`src/rtl/mvm_pkg.sv`:
```
// Shared types and sizing helpers for the skew-scheduled matrix-vector multiplier.
package mvm_pkg;

    typedef enum logic [1:0] {IDLE, RUN, DONE} state_t;

    function automatic int acc_width(input int dw, input int cols);
        return 2 * dw + $clog2(cols);
    endfunction

    // Last RUN cycle index: the bottom row finishes its COLS products here.
    function automatic int t_last(input int rows, input int cols);
        return rows + cols - 1;
    endfunction

endpackage

```
`src/rtl/mvm_fifo.sv`:
```
// Synchronous FIFO with registered read data and a synchronous flush.
module mvm_fifo #(
    parameter int DEPTH = 8,
    parameter int WIDTH = 8
) (
    input  logic             clk,
    input  logic             rst_n,
    input  logic             i_flush,
    input  logic             i_wren,
    input  logic [WIDTH-1:0] i_wdata,
    input  logic             i_rden,
    output logic [WIDTH-1:0] o_data,
    output logic             o_full,
    output logic             o_empty
);
    localparam int PW = (DEPTH > 1) ? $clog2(DEPTH) : 1;
    localparam int CW = $clog2(DEPTH + 1);
    localparam logic [PW-1:0] P_LAST = PW'(DEPTH - 1);
    localparam logic [CW-1:0] C_FULL = CW'(DEPTH);

    logic [WIDTH-1:0] r_mem [DEPTH];
    logic [PW-1:0]    r_wr_ptr;
    logic [PW-1:0]    r_rd_ptr;
    logic [CW-1:0]    r_count;
    logic [WIDTH-1:0] r_data;
    logic             w_wr;
    logic             w_rd;

    assign o_full  = (r_count == C_FULL);
    assign o_empty = (r_count == '0);
    assign o_data  = r_data;
    assign w_wr    = i_wren && !o_full;
    assign w_rd    = i_rden && !o_empty;

    always_ff @(posedge clk) begin
        if (w_wr && !i_flush) r_mem[r_wr_ptr] <= i_wdata;
    end

    always_ff @(posedge clk or negedge rst_n) begin
        if (!rst_n) begin
            r_wr_ptr <= '0;
            r_rd_ptr <= '0;
            r_count  <= '0;
            r_data   <= '0;
        end else if (i_flush) begin
            r_wr_ptr <= '0;
            r_rd_ptr <= '0;
            r_count  <= '0;
            r_data   <= '0;
        end else begin
            if (w_wr) r_wr_ptr <= (r_wr_ptr == P_LAST) ? '0 : r_wr_ptr + PW'(1);
            if (w_rd) begin
                r_rd_ptr <= (r_rd_ptr == P_LAST) ? '0 : r_rd_ptr + PW'(1);
                r_data   <= r_mem[r_rd_ptr];
            end
            if (w_wr && !w_rd)      r_count <= r_count + CW'(1);
            else if (w_rd && !w_wr) r_count <= r_count - CW'(1);
        end
    end

endmodule

```
`src/rtl/mat_vec_mult_sys.sv`:
```
// y = A*b with per-row A FIFOs, a b FIFO and a b shift chain that skews row r by r cycles.
module mat_vec_mult_sys
    import mvm_pkg::*;
#(
    parameter int ROWS       = 8,
    parameter int COLS       = 8,
    parameter int DATA_WIDTH = 8,
    parameter int ACC_WIDTH  = acc_width(DATA_WIDTH, COLS),
    parameter int SIGNED     = 0
) (
    input  logic                       clk,
    input  logic                       rst_n,
    input  logic                       clr,
    input  logic [ROWS-1:0]            a_wren,
    input  logic [ROWS*DATA_WIDTH-1:0] a_data,
    input  logic                       b_wren,
    input  logic [DATA_WIDTH-1:0]      b_data,
    input  logic                       start,
    output logic                       ready,
    output logic                       busy,
    output logic                       done,
    output logic [ROWS*ACC_WIDTH-1:0]  out,
    output logic                       err
);
    localparam int T_LAST = t_last(ROWS, COLS);
    localparam int TW     = $clog2(T_LAST + 1);
    localparam int PW     = 2 * DATA_WIDTH;
    localparam logic [TW-1:0] T_END = TW'(T_LAST);

    state_t          r_state;
    logic [TW-1:0]   r_t;
    logic            r_busy;
    logic            r_done;
    logic            r_err;

    logic                  w_idle;
    logic                  w_run;
    logic                  w_start_ok;
    logic                  w_drop;
    logic [ROWS-1:0]       w_a_wr;
    logic [ROWS-1:0]       w_a_rden;
    logic [ROWS-1:0]       w_a_full;
    logic [ROWS-1:0]       w_a_empty;
    logic [DATA_WIDTH-1:0] w_a_out  [ROWS];
    logic [DATA_WIDTH-1:0] w_b_pipe [ROWS];
    logic [DATA_WIDTH-1:0] w_b_out;
    logic                  w_b_rden;
    logic                  w_b_full;
    logic                  w_b_empty;

    assign w_idle     = (r_state == IDLE);
    assign w_run      = (r_state == RUN);
    assign ready      = w_idle && (&w_a_full) && w_b_full;
    assign w_start_ok = start && ready;
    assign busy       = r_busy;
    assign done       = r_done;
    assign err        = r_err;
    assign w_a_wr     = a_wren & {ROWS{w_idle && !clr}};
    assign w_b_rden   = w_run && (r_t < TW'(COLS)) && !w_b_empty;
    assign w_drop     = (|(a_wren & (w_a_full | {ROWS{!w_idle}}))) || (b_wren && (w_b_full || !w_idle));
    assign w_b_pipe[0] = w_b_out;

    always_ff @(posedge clk or negedge rst_n) begin
        if (!rst_n) begin
            r_state <= IDLE;
            r_t     <= '0;
            r_busy  <= 1'b0;
            r_done  <= 1'b0;
            r_err   <= 1'b0;
        end else if (clr) begin
            r_state <= IDLE;
            r_t     <= '0;
            r_busy  <= 1'b0;
            r_done  <= 1'b0;
            r_err   <= 1'b0;
        end else begin
            r_err  <= r_err | w_drop;
            r_done <= 1'b0;
            case (r_state)
                IDLE: if (w_start_ok) begin
                    r_state <= RUN;
                    r_t     <= '0;
                    r_busy  <= 1'b1;
                end
                RUN: if (r_t == T_END) begin
                    r_state <= DONE;
                    r_busy  <= 1'b0;
                    r_done  <= 1'b1;
                end else begin
                    r_t <= r_t + TW'(1);
                end
                DONE:    r_state <= IDLE;
                default: r_state <= IDLE;
            endcase
        end
    end

    mvm_fifo #(.DEPTH(COLS), .WIDTH(DATA_WIDTH)) u_b_fifo (
        .clk(clk), .rst_n(rst_n), .i_flush(clr),
        .i_wren(b_wren && w_idle && !clr), .i_wdata(b_data), .i_rden(w_b_rden),
        .o_data(w_b_out), .o_full(w_b_full), .o_empty(w_b_empty)
    );

    for (genvar r = 0; r < ROWS; r++) begin : g_row
        logic [ACC_WIDTH-1:0] r_acc;
        logic [PW-1:0]        w_prod;
        logic [ACC_WIDTH-1:0] w_prod_ext;
        logic                 w_mac_en;

        // Window tests use a wrapping subtract: t<r wraps above COLS because 2^TW > T_LAST.
        assign w_a_rden[r] = w_run && ((r_t - TW'(r)) < TW'(COLS)) && !w_a_empty[r];
        assign w_mac_en    = w_run && ((r_t - TW'(r + 1)) < TW'(COLS));

        mvm_fifo #(.DEPTH(COLS), .WIDTH(DATA_WIDTH)) u_a_fifo (
            .clk(clk), .rst_n(rst_n), .i_flush(clr),
            .i_wren(w_a_wr[r]), .i_wdata(a_data[r*DATA_WIDTH +: DATA_WIDTH]), .i_rden(w_a_rden[r]),
            .o_data(w_a_out[r]), .o_full(w_a_full[r]), .o_empty(w_a_empty[r])
        );

        if (r > 0) begin : g_shift
            logic [DATA_WIDTH-1:0] r_b_q;
            always_ff @(posedge clk or negedge rst_n) begin
                if (!rst_n)     r_b_q <= '0;
                else if (clr)   r_b_q <= '0;
                else if (w_run) r_b_q <= w_b_pipe[r-1];
            end
            assign w_b_pipe[r] = r_b_q;
        end

        if (SIGNED != 0) begin : g_signed
            assign w_prod     = PW'($signed(w_a_out[r])) * PW'($signed(w_b_pipe[r]));
            assign w_prod_ext = ACC_WIDTH'($signed(w_prod));
        end else begin : g_unsigned
            assign w_prod     = PW'(w_a_out[r]) * PW'(w_b_pipe[r]);
            assign w_prod_ext = ACC_WIDTH'(w_prod);
        end

        always_ff @(posedge clk or negedge rst_n) begin
            if (!rst_n)          r_acc <= '0;
            else if (clr)        r_acc <= '0;
            else if (w_start_ok) r_acc <= '0;
            else if (w_mac_en)   r_acc <= r_acc + w_prod_ext;
        end

        assign out[r*ACC_WIDTH +: ACC_WIDTH] = r_acc;
    end

endmodule

```
`config.mk`:
```
export PLATFORM = sky130hd
export DESIGN_NAME = mat_vec_mult_sys
export DESIGN_NICKNAME = d
export VERILOG_FILES = /design/src/rtl/mvm_pkg.sv /design/src/rtl/mvm_fifo.sv /design/src/rtl/mat_vec_mult_sys.sv
export SDC_FILE = /design/constraint.sdc
export NUM_CORES = 2
export LEC_CHECK = 0
export ABC_AREA = 1
export CORE_MARGIN = 3
export CORE_UTILIZATION = 55
export CTS_CLUSTER_SIZE = 25
export DETAILED_ROUTE_END_ITERATION = 6
export MAX_ROUTING_LAYER = met4
export PLACE_DENSITY = 0.76
export REMOVE_ABC_BUFFERS = 1
export SYNTH_ARGS = -nofsm -noshare
export SYNTH_HDL_FRONTEND = slang
export SYNTH_HIERARCHICAL = 1
export SYNTH_SLANG_ARGS = --single-unit
```
`constraint.sdc`:
```
create_clock -name clk -period 4.3 [get_ports clk]
set_clock_uncertainty 0.2 [all_clocks]
set_input_delay 0.86 -clock clk [delete_from_list [all_inputs] [get_ports clk]]
set_output_delay 0.86 -clock clk [all_outputs]
set_load 0.05 [all_outputs]
```
==> metrics.txt <==
Setup crit start kind flop; Ports 241; Post-Layout Cell Count 8,788; global route overflow 0; Slew headroom 0.2654; kind of critical path flop to flop; die area 0.1172 sq mm; Worst Max-Slew Pin Slew 1.102 ns; fin area 0.07213 sq mm; total track usage 0.2713; Cell Area, Synth 0.06225 sq mm; DR vias/cell 5.334; Synth Register Bits 955; Pins Over Slew Limit 0; Worst Path Arrival 4.60 ns; htree depth 3; Fmax 0.2371 GHz; worst-path fanout max 5; CTS tree yes; DRC 0; Synth area leaders edfxtp_1 28%, dfrtp_1 15%, fa_1 13%; status finished, final reports clean; Cells after DPL 8,500; fillers 8,804; # clock sinks 955; count of final hold-check violations 0; antenna violations before repair 3; PortBufs 240; Layout Nets 8,086; Worst Path Required 4.68 ns; vias in the first global route 45,874; row cnt 122; clk_lat worst skew 0.71 ns; Core ar. 0.1114 sq mm; Final Util 0.6473; fraction of layout cells with a size suffix above 1 0.1225; period utilization 0.9808; Routed WL 155,700 microns; leading area contributor after synthesis edfxtp_1; CTS Buf Count 102; Syn-to-layout area delta 15.87%; sequential share of the synthesized area 0.4302; R2R Setup Slk 0.08 ns; post-synthesis cell type count 43; via count 46,875; synth warn 6; first-pass GRT wire length 245,300 microns; Syn Area/Cell 9.103 sq um; die span in x 342.4 microns; Initial Utilization 0.5586; clk buf depth 3; fin crit period 4.218 ns; worst hold path class flop to flop; RSZ-0062 raised after global routing true; clk slew on worst S/H paths 0.06 ns; post-synth top area share 0.2779; height of the die 342.4 microns; Crit. End Element flop; post-DR wirelength/cell 17.71 microns; Total Power 0.02004 W; post-route ant nets 0; Gate Count Post-Synth 6,838; detailed router's first-iteration violation count 3,414; Setup-failing EPs final 0; Worst VDD drop 0.0002904 V; largest net degree at the start of global routing 88; Initial DRT Pass Iterations 6; placed wire-length estimate 113,800 microns; clk root buf clkbuf_16; Routability Congestion 0.9483; Area after DPL 0.06684 sq mm; Pleak 34.83 nW; max cap viols 0; PD cells 277.8 mW/mm^2
## through the flow
step           hold slack, ns  TNS (ns)  setup slack (ns)
2_1_floorplan          0.3356         0           0.06729
3_3_place_gp           0.2957  -0.05830          -0.04205
3_5_place_dp           0.3069   -0.2954          -0.07798
4_1_cts                0.3220         0         0.0005680
5_1_grt                0.3371   -0.4164          -0.06195
6_report               0.3202         0           0.08240
## where the power goes
group	switching [W]	internal, W	leakage (nW)
registers	0.0000982	0.00986	10.3
clock network	0.00381	0.00513	1.66
logic	0.000760	0.000383	22.9
total	0.00466	0.0154	34.8
## cells in the final DEF, fill, tap and decap left out, types with 103 or more instances in the layout
cell type,Yosys,routed
ha_1,384,330
nor2_1,686,677
nand2_1,1415,1353
fa_1,409,396
dfrtp_1,379,284
o211ai_1,145,145
clkdlybuf4s50_1,0,238
a21oi_1,126,103
nand2_2,44,104
buf_4,23,262
inv_1,1335,1321
clkbuf_16,0,104
edfxtp_1,576,576
o21ai_0,384,378
nand3_1,240,237
## critical path, cell delays in order (launching register included)
cell,delay [ns]
dfrtp_2,0.42
buf_4,0.16
nand2_1,0.07
fa_1,0.54
inv_1,0.05
fa_1,0.47
inv_1,0.06
fa_1,0.39
fa_1,0.51
inv_1,0.04
ha_1,0.33
a21oi_1,0.28
nand2_2,0.12
a21oi_2,0.17
nand3_1,0.11
nand3_1,0.11
nand2_1,0.05
## worst paths after layout
kind / start / endpoint / depth (start not counted)
worst min-delay path: g_row[5].r_acc[15] / g_row[5].r_acc[15] / 2
worst min register to register: g_row[5].r_acc[15] / g_row[5].r_acc[15] / 2
max in group asynchronous: rst_n / g_row[0].u_a_fifo/o_data[3] / 3
worst max-delay path: g_row[3].u_a_fifo/o_data[6] / g_row[3].r_acc[17] / 16
worst max register to register: g_row[3].u_a_fifo/o_data[6] / g_row[3].r_acc[17] / 16
min in group asynchronous: rst_n / g_row[7].r_acc[10] / 2
## synth_stat cells
| cell | instances |
|---|---|
| clkbuf_1 | 144 |
| nand3b_1 | 43 |
| buf_4 | 23 |
| dfrtp_1 | 379 |
| a21oi_1 | 126 |
| and2_1 | 10 |
| clkinv_1 | 13 |
| fa_1 | 409 |
| o21ai_1 | 80 |
| ha_1 | 384 |
| nand3_1 | 240 |
| nand3_2 | 3 |
| xnor2_1 | 60 |
| clkbuf_2 | 10 |
| nand2_4 | 16 |
| and3_1 | 1 |
| nand2_1 | 1415 |
| buf_2 | 79 |
| a21oi_2 | 6 |
| nand4_1 | 4 |
| nand3_4 | 9 |
| a21o_1 | 4 |
| nor2_1 | 686 |
| o21ai_2 | 17 |
| o21ai_0 | 384 |
| xor2_1 | 5 |
| inv_2 | 24 |
| a21oi_4 | 3 |
| o22ai_1 | 82 |
| nand2_2 | 44 |
| o31ai_1 | 1 |
| o211ai_1 | 145 |
| nor3_1 | 3 |
| nand4_2 | 1 |
| o21a_1 | 8 |
| nor2_2 | 31 |
| o21bai_1 | 11 |
| edfxtp_1 | 576 |
| buf_6 | 4 |
| a22o_1 | 8 |
| nor2_4 | 11 |
| inv_1 | 1335 |
| buf_1 | 1 |
## flip-flops by register name (all words and copies together) (netlist names)
register,count
busy,1
done,1
err,1
g_row.g_shift.r_b_q,56
g_row.r_acc,152
g_row.u_a_fifo/o_data,64
g_row.u_a_fifo/r_count,32
g_row.u_a_fifo/r_mem,512
g_row.u_a_fifo/r_rd_ptr,24
g_row.u_a_fifo/r_wr_ptr,24
r_state,2
r_t,4
u_b_fifo/o_data,8
u_b_fifo/r_count,4
u_b_fifo/r_mem,64
u_b_fifo/r_rd_ptr,3
u_b_fifo/r_wr_ptr,3
## cell families after synthesis
group           Yosys count  share of synthesized area
fa+ha+maj               793                     0.2087
buf+inv                1633                     0.1021
xor+xnor                 65                   0.009146
compound gates          875                    0.08121
flops                   955                     0.4302
simple gates           2517                     0.1686
## what timing repair did
item,in CTS,in global routing
gates resized for setup,27,288
setup endpoints to repair,14,78
endpoints found under the hold margin,10,0
gates cloned,0,0
pin swaps,1,89
setup buffers,1,90
hold buffers,1,0
## metal layers
layer / global-route usage / up-vias / share of wire
li1: - / 22270 / -
met1: 0.3601 / 22837 / 0.42
met2: 0.4296 / 1470 / 0.48
met3: 0.04386 / 298 / 0.065
met4: 0.08829 / 0 / 0.034
met5: - / - / 0
## final cells by class
type                            instances  area (sq um)  area share
Clock buffer                          127          2759     0.03825
Timing Repair Buffer                  527          4691     0.06503
Clock inverter                         67         663.1    0.009194
Tap cell                             1488          1862     0.02581
Inverter                             1372          5150     0.07140
Antenna cell                            2         5.005  0.00006939
Sequential cell                       955         26900      0.3729
Multi-Input combinational cell       4250         30100      0.4173
Power figures use the tool's default switching activity.
